## src/rtl/mgs_stream_driver.sv

```systemverilog
// rtl/mgs_stream_driver.sv - self-test sequencer and AXIS traffic endpoint for the magic streamer
module mgs_stream_driver #(
    parameter int DATA_WIDTH     = 32,
    parameter int LEN_WIDTH      = 10,
    parameter int TIMEOUT_CYCLES = 1024
) (
    input  logic                    clk,
    input  logic                    reset,
    input  logic                    start,
    input  logic [LEN_WIDTH-1:0]    burst_len,
    input  logic [DATA_WIDTH-1:0]   seed,
    output logic                    busy,
    output logic                    done,
    output logic                    pass,
    output logic                    timeout,
    output logic [LEN_WIDTH-1:0]    err_count,
    output logic [DATA_WIDTH-1:0]   M_AXI_TDATA,
    output logic [DATA_WIDTH/8-1:0] M_AXI_TKEEP,
    output logic                    M_AXI_TVALID,
    input  logic                    M_AXI_TREADY,
    output logic                    M_AXI_TLAST,
    input  logic [DATA_WIDTH-1:0]   S_AXI_TDATA,
    input  logic [DATA_WIDTH/8-1:0] S_AXI_TKEEP,
    input  logic                    S_AXI_TVALID,
    output logic                    S_AXI_TREADY,
    input  logic                    S_AXI_TLAST,
    output logic                    storeReset,
    output logic                    loadReset,
    output logic                    storeInit,
    output logic                    loadInit,
    input  logic                    finStore
);

    localparam int WAIT_WIDTH = $clog2(TIMEOUT_CYCLES + 1);
    localparam logic [WAIT_WIDTH-1:0] WAIT_LAST = WAIT_WIDTH'(TIMEOUT_CYCLES - 1);

    typedef enum logic [3:0] {
        S_IDLE, S_SRST, S_LRST, S_SINIT, S_SEND, S_WFIN, S_LINIT, S_RECV, S_DONE
    } state_t;

    state_t state, state_next;

    logic [LEN_WIDTH-1:0]  len_q, tx_cnt, rx_cnt, err_q, err_inc, err_next;
    logic [DATA_WIDTH-1:0] seed_q, tx_word, rx_expect;
    logic [WAIT_WIDTH-1:0] wait_cnt;
    logic                  pass_q, timeout_q;
    logic                  start_ok, tx_fire, rx_fire, tx_last, rx_last, rx_bad;
    logic                  wait_expired, timeout_hit;
    logic                  unused_keep;

    // Load-port byte enables carry no information for this check.
    assign unused_keep = ^S_AXI_TKEEP;

    assign start_ok     = start && (burst_len != '0);
    assign tx_word      = seed_q + DATA_WIDTH'(tx_cnt);
    assign rx_expect    = seed_q + DATA_WIDTH'(rx_cnt);
    assign tx_last      = (tx_cnt == len_q - LEN_WIDTH'(1));
    assign rx_last      = (rx_cnt == len_q - LEN_WIDTH'(1));
    assign tx_fire      = (state == S_SEND) && M_AXI_TREADY;
    assign rx_fire      = (state == S_RECV) && S_AXI_TVALID;
    // Data and framing faults on one beat count as a single error.
    assign rx_bad       = (S_AXI_TDATA != rx_expect) || (S_AXI_TLAST != rx_last);
    assign err_inc      = (err_q == '1) ? err_q : err_q + LEN_WIDTH'(1);
    assign err_next     = (rx_fire && rx_bad) ? err_inc : err_q;
    assign wait_expired = (wait_cnt == WAIT_LAST);

    assign pass        = pass_q;
    assign timeout     = timeout_q;
    assign err_count   = err_q;
    assign M_AXI_TKEEP = '1;

    // State register.
    always_ff @(posedge clk or negedge reset) begin
        if (!reset) begin
            state <= S_IDLE;
        end else begin
            state <= state_next;
        end
    end

    // Next-state logic and state-decoded outputs.
    always_comb begin
        state_next   = state;
        timeout_hit  = 1'b0;
        busy         = (state != S_IDLE);
        done         = 1'b0;
        storeReset   = 1'b0;
        loadReset    = 1'b0;
        storeInit    = 1'b0;
        loadInit     = 1'b0;
        M_AXI_TVALID = 1'b0;
        M_AXI_TDATA  = '0;
        M_AXI_TLAST  = 1'b0;
        S_AXI_TREADY = 1'b0;
        case (state)
            S_IDLE: begin
                if (start_ok) state_next = S_SRST;
            end
            S_SRST: begin
                storeReset = 1'b1;
                state_next = S_LRST;
            end
            S_LRST: begin
                loadReset  = 1'b1;
                state_next = S_SINIT;
            end
            S_SINIT: begin
                storeInit  = 1'b1;
                state_next = S_SEND;
            end
            S_SEND: begin
                M_AXI_TVALID = 1'b1;
                M_AXI_TDATA  = tx_word;
                M_AXI_TLAST  = tx_last;
                if (tx_fire && tx_last) state_next = S_WFIN;
            end
            S_WFIN: begin
                if (finStore) begin
                    state_next = S_LINIT;
                end else if (wait_expired) begin
                    timeout_hit = 1'b1;
                    state_next  = S_DONE;
                end
            end
            S_LINIT: begin
                loadInit   = 1'b1;
                state_next = S_RECV;
            end
            S_RECV: begin
                S_AXI_TREADY = 1'b1;
                if (rx_fire) begin
                    if (rx_last) state_next = S_DONE;
                end else if (wait_expired) begin
                    timeout_hit = 1'b1;
                    state_next  = S_DONE;
                end
            end
            S_DONE: begin
                done       = 1'b1;
                state_next = S_IDLE;
            end
            default: state_next = S_IDLE;
        endcase
    end

    // Run context, beat counters, idle watchdog and result flags.
    always_ff @(posedge clk or negedge reset) begin
        if (!reset) begin
            len_q     <= '0;
            seed_q    <= '0;
            tx_cnt    <= '0;
            rx_cnt    <= '0;
            err_q     <= '0;
            wait_cnt  <= '0;
            pass_q    <= 1'b0;
            timeout_q <= 1'b0;
        end else begin
            case (state)
                S_IDLE: begin
                    if (start_ok) begin
                        len_q     <= burst_len;
                        seed_q    <= seed;
                        tx_cnt    <= '0;
                        rx_cnt    <= '0;
                        err_q     <= '0;
                        pass_q    <= 1'b0;
                        timeout_q <= 1'b0;
                    end
                end
                S_SEND: begin
                    wait_cnt <= '0;
                    if (tx_fire) tx_cnt <= tx_cnt + LEN_WIDTH'(1);
                end
                S_WFIN: begin
                    wait_cnt <= wait_cnt + WAIT_WIDTH'(1);
                end
                S_LINIT: begin
                    wait_cnt <= '0;
                end
                S_RECV: begin
                    err_q <= err_next;
                    if (rx_fire) begin
                        rx_cnt   <= rx_cnt + LEN_WIDTH'(1);
                        wait_cnt <= '0;
                    end else begin
                        wait_cnt <= wait_cnt + WAIT_WIDTH'(1);
                    end
                end
                default: ;
            endcase
            if (timeout_hit) timeout_q <= 1'b1;
            // Verdict lands on the edge into DONE so it is valid alongside the done pulse.
            if (state_next == S_DONE && state != S_DONE) begin
                pass_q <= !timeout_hit && (err_next == '0);
            end
        end
    end

endmodule

```

## config.mk

```make
export PLATFORM = sky130hd
export DESIGN_NAME = mgs_stream_driver
export DESIGN_NICKNAME = d
export VERILOG_FILES = /design/src/rtl/mgs_stream_driver.sv
export SDC_FILE = /design/constraint.sdc
export NUM_CORES = 1
export LEC_CHECK = 0
export CAP_MARGIN = 20
export CORE_MARGIN = 5
export CORE_UTILIZATION = 41
export CTS_BUF_LIST = sky130_fd_sc_hd__clkbuf_16
export DETAILED_ROUTE_END_ITERATION = 7
export HOLD_SLACK_MARGIN = 0.03
export PLACE_DENSITY = 0.64
export SETUP_SLACK_MARGIN = 0.05
export SLEW_MARGIN = 25
export SYNTH_ARGS = -nofsm -noshare
export SYNTH_HDL_FRONTEND = slang
export SYNTH_SLANG_ARGS = --single-unit
```

## constraint.sdc

```tcl
create_clock -name clk -period 6.1 [get_ports clk]
set_input_delay 1.22 -clock clk [delete_from_list [all_inputs] [get_ports clk]]
set_output_delay 1.22 -clock clk [all_outputs]
set_load 0.05 [all_outputs]
```

==> results.yml, run 1 <==
global_route:
  overflow: 0
  grtUsageMet3: 0.0391
  grt_util_all_layers: 0.207
  grt.busiest_layer: "met2"
  grt_pass1_wl_um: 33500
  grt_max_degree: 68
  met2_usage: 0.324
  antenna_found_initial: 0
  gr-usage-met1: 0.291
  first_global_vias: 6464
synth:
  synth-compound-area-share: 0.144
  synth_top_area_share: 0.314
  ys_types: 73
  synth_common_cells: "nand2_1, dfrtp_1, nor2_1"
  synth-main-ff-cell: "dfrtp_1"
  synth_edf_count: 0
  synth_most_common_cell: "nand2_1"
  syn_inst: 912
  synth_top_family_by_area: "simple AND/OR/NAND/NOR gates"
  synth_area_leaders: "dfrtp_1, nand2_1, xor2_1, xnor2_1, ha_1"
  syn_avg_cell_area_um2: 7.79
  yosys.area.top_type: "dfrtp_1"
  netlist_area_mm2: 0.00710
  synth-seq-area-share: 0.314
  yosys.area_share.adder: 0.0497
  ys_seq_elements: 89
  synth_xor_area_frac: 0.136
  muxShareOfSynthArea: 0.0176
  synthSimpleGateAreaFrac: 0.295
  yosys_warnings: 0
  async_flop_share: 1.00
worst_setup_path:
  endpoint_kind: "output port"
  reg2reg_slack_ps: 1290
  ff2ff_path_depth: 13
  crit_path_start: "tx_cnt[1]"
  r2r-end: "pass"
  critPathRequiredTime_ps: 4880
  cp_max_fo: 9
  r2r_start: "rx_cnt[0]"
  critPathSlowestCell: "clkdlybuf4s50_1"
  critPathCapture: "M_AXI_TDATA[13]"
  worstSetupPathDepth: 13
  critical_path.top_delay_family: "compound AO/OA/AOI/OAI gates"
  path_buf_inv: 1
  critPathKind: "flip-flop to output port"
  setup.worst_path.start_class: "flip-flop"
  crit_path_cell_trace: "ha_1, a21o_1, a21oi_1, o21bai_1, a21oi_1, o21bai_1, a21o_1, a21oi_1, o21bai_1, a21oi_1, o21ai_0, a21oi_1, clkdlybuf4s50_1"
  slowest_delay_ps: 850
  crit_arrival_ps: 4270
  crit_path_frequent_cell: "a21oi_1"
timing:
  final_hold_viol_count: 0
  fin_setup_tns_ps: 0
  maxSlewViolCount: 0
  fin_ws_ps: 614
  skew_ps: 5.30
  setup_viol: 0
  min_period_ps: 5490
  grt_setup_unrepaired: "false"
  relSlewSlack: 0.427
  worst_pin_slew_ps: 860
  max_clock_freq_mhz: 182
  period_share: 0.899
worst_hold_path:
  holdCritPathClass: "flip-flop to flip-flop"
clock_tree:
  postCtsResizedCells: 0
  postCtsSetupBuffers: 0
  clkTransAtPathRegs_ps: 70
  clk_latency_ps: 350
  cts.sink_count: 89
  cts_tree: "yes"
  numCtsBuffers: 9
  h-tree-depth: 3
  max-clock-path-buffers: 2
  hold_buffers: 0
  cts-root-buf: "clkbuf_16"
power:
  peakVddDrop_v: 0.000173
  p_per_area_mw_per_mm2: 388
  p_leak_uw: 0.00378
final_layout:
  nets: 1125
  area_growth_pct: 24.1
  n_antenna_cell: 0
  final_area_mm2: 0.00881
  finalNonFillerCells: 1243
  fill_cells: 1712
  drive_gt1_frac: 0.0363
placement:
  pre_cts_ws_ps: 868
  place.gp.congestion: 0.947
  post_dp_cell_area_mm2: 0.00854
  dp_hpwl_um: 16000
  placedCellCount: 1227
  port_buffers: 133
route:
  viasPerCell: 5.48
  wl_um: 21000
  vias: 6808
  final_antenna_net_count: 0
  drtPass1Iterations: 5
  drc: 0
  routedWlPerCell_um: 16.9
  drtIter0Drc: 486
status:
  outcome: "completed"
job:
  cap_viol_max_count: 0
die:
  initial_core_util: 0.415
  io_pins: 142
  dieArea_mm2: 0.0201
  fp.dieH_um: 142
  die_w_um: 142
  core.rowCount: 48
  core_area_mm2: 0.0171
[per-stage QoR]
step | hold slack, ps | power (µW) | util
final | 492 | 3420 | 0.515
after global routing | 532 | 3670 | 0.515
after CTS | 495 | 3430 | 0.515
after detailed placement | 467 | 2890 | 0.499
after global placement | 468 | 2880 | 0.499
after floorplan | 476 | 2370 | -
[how the worst min path moves through the flow]
stage                    from  cells past startpoint   endpoint  slack (ps)
detailed placement    timeout                      2    timeout         470
global route          timeout                      2    timeout         530
floorplan           seed_q[0]                      2  seed_q[0]         480
CTS                   timeout                      2    timeout         490
global placement      timeout                      2    timeout         470
finish                timeout                      2    timeout         490
[cell usage in the layout, fill, tap and decap left out, drive strengths merged, types with 8 or more instances in the layout]
cell type        n
dfrtp           89
o21ai           36
inv             20
nor2            82
nand2b           9
nor4            11
clkdlybuf4s50  132
nor3            20
and2            11
mux2i            8
ha              25
o21bai           8
or3             12
xnor2           50
xor2            58
and3            19
a21o            12
a21oi           54
nand3           40
nand4           29
clkbuf           9
nand2          187
[final cells by class]
type	instances	area (µm²)	area share
Inverter	19	71.3	0.00809
Clock buffer	9	225	0.0256
Timing Repair Buffer	139	1370	0.156
Clock inverter	7	48.8	0.00554
Sequential cell	89	2230	0.253
Tap cell	225	282	0.0319
Multi-Input combinational cell	755	4580	0.520
[state kept, by name, summed over array words and instances (netlist names)]
signal	flops
seed_q	32
wait_cnt	11
err_count	10
len_q	10
rx_cnt	10
tx_cnt	10
state	4
pass	1
timeout	1
[layer usage]
layer	routed length, µm	part of all wire
met1	9940	0.47
met2	9470	0.45
met3	1190	0.057
met4	405	0.019
met5	0	0
[tightest hold or removal path: cells and delay by family, from the launching register on]
kind / cells / cell delay, ps
flops: 1 / 350
simple gates: 2 / 110
[cell families (layout without fill, tap and decap cells)]
family,Yosys count,count (layout)
XOR/XNOR,109,109
buffers and inverters,71,174
other,1,4
adder cells (fa/ha/maj),27,27
flip-flops,89,89
multiplexers,11,11
AO/OA/AOI/OAI,158,158
AND/OR/NAND/NOR,446,446
[where the power goes]
part           switching, µW  leakage [µW]  internal, µW
registers                344       0.00117           755
logic                   1090       0.00248           712
clock network            246      0.000129           275
total                   1680       0.00378          1740
No activity file was read; power rests on OpenSTA's default activity.
==> inputs of run 2 (changes only) <==
--- a/config.mk
+++ b/config.mk
@@ -6,7 +6,7 @@
 export NUM_CORES = 1
 export LEC_CHECK = 0
 export CAP_MARGIN = 20
-export CORE_MARGIN = 5
+export CORE_MARGIN = 1
 export CORE_UTILIZATION = 41
 export CTS_BUF_LIST = sky130_fd_sc_hd__clkbuf_16
 export DETAILED_ROUTE_END_ITERATION = 7
==> run 2 against run 1 <==
Against the previous run: critical path depth is the same; die area shrank 11%; via count fell by 0.68%; global-route usage up 2.7 points; flip-flop and latch count stayed put; utilization increased by 1.1 points; largest cell class unchanged.
==> results.yml, run 2 (synthesis results as in run 1) <==
clock_tree:
  numCtsBuffers: 9
  cts.sink_count: 89
  cts_tree: "yes"
  postCtsResizedCells: 0
  clkTransAtPathRegs_ps: 60
  h-tree-depth: 3
  cts-root-buf: "clkbuf_16"
  clk_latency_ps: 350
  hold_buffers: 0
  max-clock-path-buffers: 2
  postCtsSetupBuffers: 0
timing:
  grt_setup_unrepaired: "false"
  skew_ps: 7.19
  min_period_ps: 5520
  fin_ws_ps: 577
  final_hold_viol_count: 0
  finalHoldWorstSlack_ps: 528
  max_clock_freq_mhz: 181
  relSlewSlack: 0.394
  fin_setup_tns_ps: 0
  worst_pin_slew_ps: 899
  period_share: 0.905
  maxSlewViolCount: 0
  setup_viol: 0
power:
  p_clk_frac: 0.160
  p_per_area_mw_per_mm2: 390
  p_int_uw: 1780
  peakVddDrop_v: 0.000259
  p_seq_frac: 0.318
  power.switching_uw: 1660
  p_leak_uw: 0.00380
  swShare: 0.482
  pwr-share-comb: 0.522
placement:
  pre_cts_ws_ps: 827
  placedCellCount: 1222
  place.gp.congestion: 0.947
  port_buffers: 133
  dp_hpwl_um: 15500
route:
  wl_um: 20300
  routedWlPerCell_um: 16.4
  vias: 6762
  viasPerCell: 5.46
  drtIter0Drc: 388
  drtPass1Iterations: 5
  final_antenna_net_count: 0
  drc: 0
final_layout:
  area_growth_pct: 24.2
  largest_register_ffs: 32
  nets: 1125
  drive_gt1_frac: 0.0354
  fill_cells: 1669
  top_regs: "seed_q (32), wait_cnt (11)"
  fin_util: 0.526
  layout_commonest_cell: "nand2_1"
  regMostFlops: "seed_q"
  finalNonFillerCells: 1238
  n_antenna_cell: 0
  final_cell_mix: "nand2_1, clkdlybuf4s50_1, dfrtp_1"
global_route:
  first_global_vias: 6215
  grt_pass1_wl_um: 32800
  grt_max_degree: 68
  grt_util_all_layers: 0.234
  overflow: 0
  antenna_found_initial: 0
worst_setup_path:
  critPathKind: "flip-flop to output port"
  crit_arrival_ps: 4300
  critPathSlowestCell: "clkdlybuf4s50_1"
  critPathRequiredTime_ps: 4880
  cp_max_fo: 9
  crit_path_frequent_cell: "a21oi_1"
  path_buf_inv: 1
  slowest_delay_ps: 850
  crit_path_cell_trace: "ha_1, a21o_1, a21oi_1, o21bai_1, a21oi_1, o21bai_1, a21o_1, a21oi_1, o21bai_1, a21oi_1, o21ai_0, a21oi_1, clkdlybuf4s50_1"
  endpoint_kind: "output port"
  setup.worst_path.start_class: "flip-flop"
  critical_path.top_delay_family: "compound AO/OA/AOI/OAI gates"
die:
  initial_core_util: 0.424
  io_pins: 142
  die_w_um: 134
  dieArea_mm2: 0.0179
  fp.dieH_um: 134
  core_area_mm2: 0.0168
  core.rowCount: 47
status:
  outcome: "completed"
job:
  cap_viol_max_count: 0
worst_hold_path:
  holdCritPathClass: "flip-flop to flip-flop"
-- run 2: power groups by stage --
stage          clock (µW)  sequential (µW)  combinational, µW
2_1_floorplan           0              911               1460
3_3_place_gp            0             1090               1780
3_5_place_dp            0             1100               1790
4_1_cts               561             1090               1800
5_1_grt               587             1130               1970
6_report              549             1100               1800
-- run 2: area by class of cell --
| cell class | count | area [µm²] | area share |
|---|---|---|---|
| multi-input cells | 755 | 4580 | 0.520 |
| flip-flops and latches | 89 | 2230 | 0.253 |
| repair buffers | 139 | 1370 | 0.156 |
| well taps | 220 | 275 | 0.0312 |
| clock buffers | 9 | 225 | 0.0255 |
| inverters | 19 | 71.3 | 0.00809 |
| clock inverters | 7 | 61.3 | 0.00695 |
-- run 2: per-layer routing --
layer	share of wire	track usage	vias to the layer above	wire, µm
li1	-	-	3372	-
met1	0.48	0.337	3205	9800
met2	0.46	0.367	170	9290
met3	0.050	0.0339	15	1010
met4	0.011	0.0612	0	214
met5	0	0	-	0
-- run 2: per-stage QoR --
step | power (µW) | instance area [µm²]
floorplan | 2370 | 7110
global placement | 2870 | 8530
detailed placement | 2890 | 8530
CTS | 3450 | 8820
global route | 3690 | 8820
finish | 3440 | 8820
-- run 2: path summary, 6_finish.rpt --
kind	from	endpoint	slack, ps	cells past startpoint
max	tx_cnt[1]	M_AXI_TDATA[13]	580	13
min in group asynchronous	reset	tx_cnt[1]	800	1
max in group asynchronous	reset	wait_cnt[4]	4180	2
min	seed_q[6]	seed_q[6]	530	2
max reg2reg	rx_cnt[0]	pass	1290	13
min reg2reg	seed_q[6]	seed_q[6]	530	2
-- run 2: worst min-delay path, cell delays in order (launching register included) --
cell,delay [ps]
dfrtp_1,370
nand2_1,60
nand2_1,60
==> inputs of run 3 (changes only) <==
--- a/config.mk
+++ b/config.mk
@@ -6,7 +6,6 @@
 export NUM_CORES = 1
 export LEC_CHECK = 0
 export CAP_MARGIN = 20
-export CORE_MARGIN = 1
 export CORE_UTILIZATION = 41
 export CTS_BUF_LIST = sky130_fd_sc_hd__clkbuf_16
 export DETAILED_ROUTE_END_ITERATION = 7
==> results of run 3 <==
The final DEF is identical to that of run 2; final timing and power are the same.
